[config.mk]
export PLATFORM = sky130hd
export DESIGN_NAME = gpio_bus_arbiter
export DESIGN_NICKNAME = d
export VERILOG_FILES = /design/src/rtl/gpio_bus_arbiter_pkg.sv /design/src/rtl/gpio_bus_arbiter_rr_picker.sv /design/src/rtl/gpio_bus_arbiter.sv
export SDC_FILE = /design/constraint.sdc
export NUM_CORES = 1
export LEC_CHECK = 0
export ABC_AREA = 1
export CAP_MARGIN = 5
export CORE_AREA = 2 2 137 139
export CTS_CLUSTER_DIAMETER = 120
export CTS_CLUSTER_SIZE = 16
export DETAILED_ROUTE_END_ITERATION = 7
export DIE_AREA = 0 0 139 141
export MAX_ROUTING_LAYER = met4
export PLACE_DENSITY_LB_ADDON = 0.05
export SYNTH_ARGS = -nofsm -noshare
export SYNTH_HDL_FRONTEND = slang
export SYNTH_SLANG_ARGS = --single-unit
[constraint.sdc]
create_clock -name clk -period 1.4 [get_ports clk]
set_clock_uncertainty 0.15 [all_clocks]
set_input_delay 0.14 -clock clk [delete_from_list [all_inputs] [get_ports clk]]
set_output_delay 0.14 -clock clk [all_outputs]
set_load 0.01 [all_outputs]
[src/rtl/gpio_bus_arbiter_pkg.sv]
// gpio_arb_pkg: shared arbiter state type and default bank/requester sizes
package gpio_arb_pkg;
    typedef enum logic [1:0] {IDLE, OWN, TURN} arb_state_t;
    localparam int GPIO_W = 34;
    localparam int ARB_N_REQ = 4;
endpackage

[src/rtl/gpio_bus_arbiter_rr_picker.sv]
// rr_picker: combinational round-robin priority encoder
//   req        requests, one bit per engine
//   last_owner previous owner; search starts just after it
//   valid      some request is pending
//   winner     index of the chosen requester
module rr_picker #(
    parameter int N = 4
) (
    input  logic [N-1:0]         req,
    input  logic [$clog2(N)-1:0] last_owner,
    output logic                 valid,
    output logic [$clog2(N)-1:0] winner
);
    localparam int IW = $clog2(N);
    always_comb begin
        valid = 1'b0;
        winner = '0;
        // scan furthest-first so the nearest requester after last_owner wins
        for (int i = N; i >= 1; i--) begin
            automatic logic [IW-1:0] k = IW'((int'(last_owner) + i) % N);
            if (req[k]) begin
                valid = 1'b1;
                winner = k;
            end
        end
    end
endmodule

[src/rtl/gpio_bus_arbiter.sv]
// gpio_bus_arbiter: round-robin owner of the GPIO bank with turnaround and hold timeout
//   clk, rst          clock, synchronous active-high reset
//   en                chip enable; low forces idle with all pads as inputs
//   req               level request per engine
//   eng_out, eng_oeb  per-engine pad values and active-low enables
//   gnt, owner        registered one-hot grant and owner index
//   gpio_out/gpio_oeb pad outputs and active-low enables
module gpio_bus_arbiter
    import gpio_arb_pkg::*;
#(
    parameter int N_REQ = ARB_N_REQ,
    parameter int WIDTH = GPIO_W,
    parameter int HOLD_MAX = 64
) (
    input  logic                          clk,
    input  logic                          rst,
    input  logic                          en,
    input  logic [N_REQ-1:0]              req,
    input  logic [N_REQ-1:0][WIDTH-1:0]   eng_out,
    input  logic [N_REQ-1:0][WIDTH-1:0]   eng_oeb,
    output logic [N_REQ-1:0]              gnt,
    output logic [$clog2(N_REQ)-1:0]      owner,
    output logic [WIDTH-1:0]              gpio_out,
    output logic [WIDTH-1:0]              gpio_oeb
);
    localparam int OW = $clog2(N_REQ);
    localparam int CW = HOLD_MAX > 0 ? $clog2(HOLD_MAX + 1) : 1;
    localparam logic [CW-1:0] CNT_TOP = HOLD_MAX > 0 ? CW'(HOLD_MAX - 1) : '0;
    arb_state_t state;
    logic [OW-1:0] last_owner;
    logic [CW-1:0] cnt;
    logic pick_valid;
    logic [OW-1:0] pick;
    logic release_now;
    rr_picker #(.N(N_REQ)) u_pick (
        .req        (req),
        .last_owner (last_owner),
        .valid      (pick_valid),
        .winner     (pick)
    );
    // gnt is one-hot on the owner, so req & ~gnt are the competitors
    assign release_now = !req[owner] || (HOLD_MAX != 0 && cnt == CNT_TOP && |(req & ~gnt));
    assign gpio_out = state == OWN ? eng_out[owner] : '0;
    assign gpio_oeb = state == OWN ? eng_oeb[owner] : '1;
    always_ff @(posedge clk) begin
        if (rst) begin
            state <= IDLE;
            owner <= '0;
            last_owner <= OW'(N_REQ - 1);
            cnt <= '0;
            gnt <= '0;
        end else if (!en) begin
            state <= IDLE;
            cnt <= '0;
            gnt <= '0;
        end else begin
            case (state)
                IDLE, TURN: begin
                    state <= pick_valid ? OWN : IDLE;
                    cnt <= '0;
                    gnt <= pick_valid ? N_REQ'(1) << pick : '0;
                    if (pick_valid) begin
                        owner <= pick;
                        last_owner <= pick;
                    end
                end
                OWN: begin
                    state <= release_now ? TURN : OWN;
                    gnt <= release_now ? '0 : gnt;
                    cnt <= release_now ? '0 : (cnt == CNT_TOP ? cnt : cnt + 1'b1);
                end
                default: begin
                    state <= IDLE;
                    gnt <= '0;
                end
            endcase
        end
    end
endmodule
# --- Yosys cells after proc, flatten, opt, wreduce, memory -nomap -nowiden ---
# Cells that the tools add are included.
totals:
  ff_bits: 17
  input_bits: 279
  out_inout_bits: 74
  wordCells: 67
op_classes:
  addsub: 5
  n_lt_le_gt_ge: 5
  eq_ne: 5
  shift: 1
  mux: 33
  bitwise_logic: 3
  n_reduce_logical: 10
op_table:
  columns: ["cell", "count"]
  rows:
  - ["binary-select mux 34 bit (select 2 bit)", 2]
  - ["2-to-1 mux 34 bit", 4]
  - ["less-than comparator 2 x 3 -> 1 bit, second input constant", 5]
  - ["2-to-1 mux 7 bit", 2]
  - ["case mux 7 bit (2 select lines)", 1]
  - ["binary-select mux 1 bit (select 2 bit)", 5]
  - ["2-to-1 mux 1 bit", 10]
  - ["2-to-1 mux 2 bit", 5]
  - ["2-to-1 mux 4 bit", 2]
  - ["case mux 4 bit (2 select lines)", 1]
  - ["adder 7 x 1 -> 7 bit, second input constant", 1]
  - ["equality test 7 x 6 -> 1 bit, second input constant", 1]
  - ["adder 2 x 1 -> 2 bit, second input constant", 2]
  - ["adder 2 bit, second input constant", 2]
  - ["AND 4 bit", 1]
  - ["inverter 4 bit", 1]
  - ["case mux 2 bit (2 select lines)", 1]
  - ["OR reduction 2 bit", 2]
  - ["OR reduction 4 bit", 1]
  - ["left shift 1 x 2 -> 4 bit, first input constant", 1]
  - ["inequality test 3 bit, second input constant", 1]
  - ["AND reduction 3 bit", 1]
  - ["equality test 2 x 1 -> 1 bit, second input constant", 1]
  - ["equality test 2 bit, second input constant", 1]
  - ["8 further kinds", 8]

# --- Longest topological paths before layout ---
# Gate-level depths: netlist (run 1).
depth:
  word_depth: 10
  ltp_mapped: 13
  depth_no_buf: 12

# --- Cells and area by module ---
# A second synthesis (run 1) with hierarchy kept.
unflattened:
  cells_unflattened: 677
  hier_area_um2: 3360.7
modules_own_cells:
  columns: ["mod", "instances", "cells_per_inst", "area_each_um2", "seq_area_each_um2"]
  rows:
  - ["gpio_bus_arbiter", 1, 626, 3114.2, 340.3]
  - ["rr_picker", 1, 51, 246.5, 0.0]

# --- Least setup slack after synthesis (run 1) ---
# No wires, ideal clock.
synth_path:
  path_kind: "register -> output"
  start: "reg owner[0]"
  end: "out gpio_oeb[0]"
  arrival_time_ns: 1.409
  required_time_ns: 1.110
  slack_ns: -0.299
  stages_incl_launch_ff: 7
  n_path_buf: 3
  path_cell_list: "dfxtp_1 buf_6 inv_4 buf_4 buf_2 nor2_1 o311ai_0"
synth_between:
  elab_chain_cells: 3
synth_lines:
  columns: ["item", "line_no", "rtl"]
  rows:
  - ["from (decl)", "gpio_bus_arbiter.sv:22", "output logic [$clog2(N_REQ)-1:0] owner,"]
  - ["from (signal assigned)", "gpio_bus_arbiter.sv:63", "owner <= pick;"]
  - ["binary-select mux 34 bit (select 2 bit)", "gpio_bus_arbiter.sv:44", "assign gpio_oeb = state == OWN ? eng_oeb[owner] : '1;"]
  - ["2-to-1 mux 34 bit (implied by the code)", "gpio_bus_arbiter.sv:44", null]
  - ["2-to-1 mux 34 bit", "gpio_bus_arbiter.sv:44", null]
  - ["to (decl)", "gpio_bus_arbiter.sv:24", "output logic [WIDTH-1:0] gpio_oeb"]
# Every way passes these cells. The select of a mux whose other input is x is not followed.

# --- Worst setup path after layout (run 1) ---
# Ends and elaborated chain as after synthesis.

==> results of run 1 <==
==> metal layers <==
layer | wire length, um | GRT usage [%] | up-vias | part of all wire [%]
met2 | 11600 | 40.55 | 217 | 50
met1 | 9713 | 27.99 | 2766 | 42
met3 | 1426 | 3.770 | 27 | 6.1
li1 | - | - | 3092 | -
met4 | 520 | 4.785 | 0 | 2.2
met5 | 0 | - | - | 0
==> cell type report <==
type / instances / area share [%]
timing repair buffer: 472 / 48.57
multi-input combinational: 568 / 42.49
sequential: 17 / 3.685
tap: 234 / 3.036
inverter: 27 / 1.336
clock buffer: 3 / 0.7785
clock inverter: 1 / 0.07785
antenna: 1 / 0.02595
==> power groups by stage <==
stage	Combinational, mW	Sequential [mW]	Clock [mW]
after floorplan	1.99	0.555	0
after global placement	3.95	0.562	0
after detailed placement	3.96	0.564	0
after CTS	4.32	0.591	0.627
after global routing	5.13	0.597	0.649
final	4.77	0.589	0.633
==> flip-flops by register name (all words and copies together) (netlist names) <==
name / count
gnt: 4
cnt: 7
owner: 2
state: 2
last_owner: 2
==> kinds of logic after synthesis <==
kind of cell	synth area share, %
compound gates	33.26
fa+ha+maj	0.3715
buf+inv	11.26
flops	10.11
simple gates	45.00
==> worst max-delay path, delay by kind of cell (launching register included) <==
kind                   cells  cell delay, ns
buffers and inverters      5            0.61
DFF                        1            0.43
AOI/OAI and AO/OA          2            0.20
and+or+nand+nor            2            0.13
==> path summary, 6_finish.rpt <==
kind                                     to  slack [ns]     start
worst min-delay path                 cnt[6]        0.39    cnt[6]
worst max register to register       cnt[3]       -0.45  owner[0]
worst max-delay path            gpio_oeb[0]       -0.53  owner[0]
worst min register to register       cnt[6]        0.39    cnt[6]
==> cell usage in the layout, fill, tap and decap left out, types with 22 or more instances in the layout <==
cell type and n:
nor2_1 226, nand2_2 22, clkdlybuf4s50_1 275, buf_2 60
nor2_2 32, nand2_1 25, o21ai_2 61, o21ai_1 32
buf_12 25, nor2_4 26, a21oi_2 40, buf_4 71
==> what timing repair did <==
item	CTS	global route
endpoints found under the setup margin	91	87
gates resized for setup	462	125
cloned	6	3
pin swaps	34	33
setup buffers	10	15
hold endpoints to repair	0	0
==> impl_metrics.csv, run 1 <==
group,metric,value,unit
outcome,status,"complete, but fails checks",
outcome,violations,"negative setup slack",
timing,layout_min_cycle_time,1.928,ns
worst_setup_path,startpoint_type,"flip-flop",
die,core,0.01827,mm2
power_and_ir_drop,pwr-share-comb,79.6,%
job,maxCapViolations,0,
worst_setup_path,crit_required,1.11,ns
cts,insertion_delay,0.26,ns
synthesis,synth_edf_count,0,
worst_setup_path,critPathArrivalTime,1.64,ns
synthesis,synth_fp_nets,945,
worst_setup_path,crit_type,"flip-flop to primary output",
detailed_routing,vias_per_cell,4.612,
worst_setup_path,crit_chain,"inv_8, buf_12, buf_12, buf_8, nor2_2, nor2_1, o21ai_1, o311ai_2, buf_2",
timing,final-setup-viol-count,86,
synthesis,ys_seq_elements,17,
power_and_ir_drop,pwr-share-seq,9.8,%
global_route,grt_usage,23.08,%
timing,tightest_slew,0.3509,ns
finish,multi_input_area,0.004098,mm2
timing,holdWs,0.3910,ns
timing,slew_headroom,76.36,%
global_route,grt_pass1_wl,35080,um
die,start_util,18.43,%
placed_design,placedCellCount,1287,
power_and_ir_drop,p_per_area,621.1,mW/mm2
die,core.rowCount,50,
detailed_routing,postRouteAntennaNets,0,
cts,clockBufferDepth,2,
detailed_routing,wl_per_cell,17.58,um
detailed_routing,drtIter0Drc,244,
finish,utilization,52.79,%
detailed_routing,firstDrtPassIters,4,
die,die_w,139,um
synthesis,yosysSeqAreaShare,10.11,%
synthesis,yosysTopAreaCellShare,31.44,%
timing,rsz0062_at_grt,"true",
finish,postLayoutCellArea,0.009643,mm2
worst_setup_path,path_max_fanout,7,
timing,worst_slack,-0.5276,ns
finish,instances_no_fill,1323,
placed_design,hpwl,17840,um
placed_design,io_buffer_count,352,
cts,cts_max_level,1,
die,num_io_pins,353,
power_and_ir_drop,swShare,43.60,%
power_and_ir_drop,leakage,3.697,nW
synthesis,synthTopCellsByCount,"nor2_1, o21ai_0, nand2_1",
min_path,hold_class,"flip-flop to flip-flop",
synthesis,synth.distinct_cells,33,
synthesis,synth.most_common_cell,"nor2_1",
die,dieArea,0.01960,mm2
min_path,hold_depth,2,
global_route,antenna_found_initial,1,
synthesis,syn-instance-count,665,
synthesis,synthArstFlopShare,0,%
worst_setup_path,crit_slowest_cell,"dfxtp_4",
finish,nets,1369,
timing,finalMaxSlewViolations,0,
power_and_ir_drop,switching_power,2.612,mW
worst_setup_path,crit_path_frequent_cell,"buf_12",
synthesis,syn_avg_cell_area,5.063,um2
power_and_ir_drop,p_int,3.378,mW
placed_design,routabilityCongestion,0.8877,
timing,hold_viol,0,
worst_setup_path,worst_r2r_path_depth,12,
cts,clk_pin_slew,0.06,ns
synthesis,netlist_area,0.003367,mm2
global_route,grt_pass1_vias,6107,
finish,fillers,1828,
worst_setup_path,end_kind,"primary output",
global_route,grt_overflow,0,
power_and_ir_drop,ir_drop,0.4683,mV
cts,clock_sinks,17,
cts,numCtsBuffers,3,
detailed_routing,remaining_drc_errors,0,
finish,regArea,355.3,um2
detailed_routing,vias,6102,
cts,cts_tree,"yes",
placed_design,place_area,0.008635,mm2
global_route,grt_start_max_net_pins,50,
worst_setup_path,slowest_delay,0.43,ns
finish,layout-drive-gt1-share,43.47,%
synthesis,synth.top_cells.by_area,"nor2_1, o21ai_0, dfxtp_1",
die,die_y,141,um
placed_design,dp_slack,-0.6664,ns
cts,cts-root-buf,"clkbuf_16",
detailed_routing,wirelength,23260,um
synthesis,yosysTopAreaCell,"nor2_1",
cts,hold_buffers,0,
timing,period_share,137.7,%
synthesis,yosysWarningCount,0,
power_and_ir_drop,total_power,5.990,mW
power_and_ir_drop,p_clk_share,10.6,%
timing,fmax,518.8,MHz
timing,fin_tns_setup,-34.03,ns
synthesis,ys.flop_type,"dfxtp_1",
finish,synthToLayoutAreaGrowth,186.4,%
Power figures use the tool's default switching activity.
==> run 2, diff against run 1 <==
Settings changed: SKIP_LAST_GASP set to 1.
==> run 2 against run 1 <==
Net effect: the flow still finishes with violations (negative setup slack); sequential share of layout area down 0.13 points; register-to-register slack worse by 0.03 ns; critical path depth stayed put; fmax down 3.1%; setup slack lost 0.062 ns; non-clock buffer count increased by 16; final cell count grew 1.2%; critical path type unchanged; largest power group unchanged; highest routed layer unchanged.
==> impl_metrics.csv, run 2 (synthesis results as in run 1) <==
group,metric,value,unit
cts,insertion_delay,0.26,ns
finish,multi_input_area,0.004100,mm2
worst_setup_path,crit_chain,"inv_8, buf_12, buf_12, buf_8, nor2_2, nor2_1, o21ai_1, o311ai_2, buf_2",
worst_setup_path,startpoint_type,"flip-flop",
timing,worst_slack,-0.5893,ns
global_route,grt_pass1_vias,6134,
power_and_ir_drop,ir_drop,0.4580,mV
worst_setup_path,path_max_fanout,7,
timing,slew_headroom,76.51,%
finish,top_regs,"cnt x7, gnt x4",
detailed_routing,postRouteAntennaNets,0,
timing,hold_viol,0,
detailed_routing,vias,6213,
die,num_io_pins,353,
timing,finalMaxSlewViolations,0,
placed_design,dp_slack,-0.6664,ns
timing,fmax,502.7,MHz
finish,utilization,54.74,%
die,die_w,139,um
finish,layout-drive-gt1-share,42.93,%
finish,fillers,1794,
die,die_y,141,um
worst_setup_path,crit_required,1.11,ns
detailed_routing,wl_per_cell,17.81,um
worst_setup_path,end_kind,"primary output",
cts,clockBufferDepth,2,
min_path,hold_depth,2,
timing,period_share,142.1,%
power_and_ir_drop,p_per_area,623.6,mW/mm2
placed_design,io_buffer_count,352,
global_route,grt_pass1_wl,35050,um
finish,regArea,355.3,um2
worst_setup_path,critPathArrivalTime,1.70,ns
global_route,antenna_found_initial,1,
global_route,grt_usage,23.08,%
timing,layout_min_cycle_time,1.989,ns
outcome,status,"complete, but fails checks",
placed_design,hpwl,17840,um
cts,cts-root-buf,"clkbuf_16",
die,start_util,18.43,%
worst_setup_path,regToRegSetupSlack,-0.48,ns
die,dieArea,0.01960,mm2
cts,cts_tree,"yes",
timing,final-setup-viol-count,86,
die,core.rowCount,50,
finish,nets,1385,
worst_setup_path,worst_r2r_path_depth,12,
timing,rsz0062_at_grt,"true",
placed_design,routabilityCongestion,0.8877,
cts,clk_pin_slew,0.06,ns
worst_setup_path,crit_path_frequent_cell,"buf_12",
worst_setup_path,crit_slowest_cell,"dfxtp_4",
finish,final_cell_mix,"clkdlybuf4s50_1, nor2_1, buf_4",
power_and_ir_drop,leakage,3.805,nW
detailed_routing,wirelength,23850,um
min_path,hold_class,"flip-flop to flip-flop",
finish,top_register,"cnt",
cts,clock_sinks,17,
worst_setup_path,crit_type,"flip-flop to primary output",
outcome,violations,"negative setup slack",
detailed_routing,vias_per_cell,4.640,
finish,layout_commonest_cell,"clkdlybuf4s50_1",
worst_setup_path,slowest_delay,0.43,ns
detailed_routing,remaining_drc_errors,0,
cts,numCtsBuffers,3,
finish,synthToLayoutAreaGrowth,197.0,%
cts,cts_max_level,1,
timing,tightest_slew,0.3487,ns
detailed_routing,drtIter0Drc,256,
detailed_routing,firstDrtPassIters,4,
global_route,grt_overflow,0,
finish,largest_reg_flops,7,
global_route,grt_start_max_net_pins,50,
job,maxCapViolations,0,
die,core,0.01827,mm2
[run 2: cell count changes in the layout (fill, tap and decap cells not counted), sizes merged]
| cell | before | now |
|---|---|---|
| buf | 185 | 189 |
| clkbuf | 7 | 11 |
| bufbuf | 1 | 2 |
| clkdlybuf4s15 | 0 | 7 |
[run 2: critical path: cells and delay by family (launching register included)]
family | cells | cell delay, ns
AO/OA/AOI/OAI | 2 | 0.22
buffers and inverters | 5 | 0.63
flip-flops | 1 | 0.43
AND/OR/NAND/NOR | 2 | 0.16
[run 2: where the power goes]
group	total, mW	switching [mW]	internal, mW	leakage [nW]
Combinational	5.03	2.35	2.67	3.63
Sequential	0.588	0.0677	0.520	0.141
Clock	0.621	0.234	0.387	0.0371
[run 2: final cells by class]
| cell class | instances | share of cell area [%] |
|---|---|---|
| Clock buffer | 3 | 0.7508 |
| Timing Repair Buffer | 488 | 50.40 |
| Clock inverter | 1 | 0.07508 |
| Tap cell | 234 | 2.928 |
| Sequential cell | 17 | 3.554 |
| Inverter | 27 | 1.264 |
| Multi-Input combinational cell | 568 | 41.00 |
| Antenna cell | 1 | 0.02503 |
[run 2: path summary, 6_finish.rpt]
check / start / end
setup / recovery: owner[0] / gpio_oeb[0]
hold / removal: cnt[6] / cnt[6]
setup reg to reg: owner[0] / cnt[3]
hold reg to reg: cnt[6] / cnt[6]
[run 2: timing repair]
action,4_1_cts,5_1_grt
endpoints found under the setup margin,91,87
gates resized for setup,387,202
cloned,6,7
buffers inserted,10,29
hold buffers,0,0
pin swaps,34,64
[run 2: metrics by stage]
| stage | std cells | setup TNS (ns) | hold WS, ns | instance area (um2) | power [mW] |
|---|---|---|---|---|---|
| 2_1_floorplan | 665 | -4.183 | 0.05165 | 4242 | 2.543 |
| 3_3_place_gp | 1287 | -45.25 | 0.3288 | 8635 | 4.514 |
| 3_5_place_dp | 1287 | -45.60 | 0.3312 | 8635 | 4.521 |
| 4_1_cts | 1306 | -37.98 | 0.3536 | 9158 | 5.537 |
| 5_1_grt | 1339 | -41.80 | 0.3983 | 10000 | 6.630 |
| 6_report | 1339 | -35.74 | 0.3728 | 10000 | 6.235 |
[run 2: metal layers]
layer / wire (um) / global-route usage, %
met5: 0 / -
met4: 581 / 5.423
met3: 1480 / 3.872
met2: 12100 / 40.21
met1: 9694 / 27.93
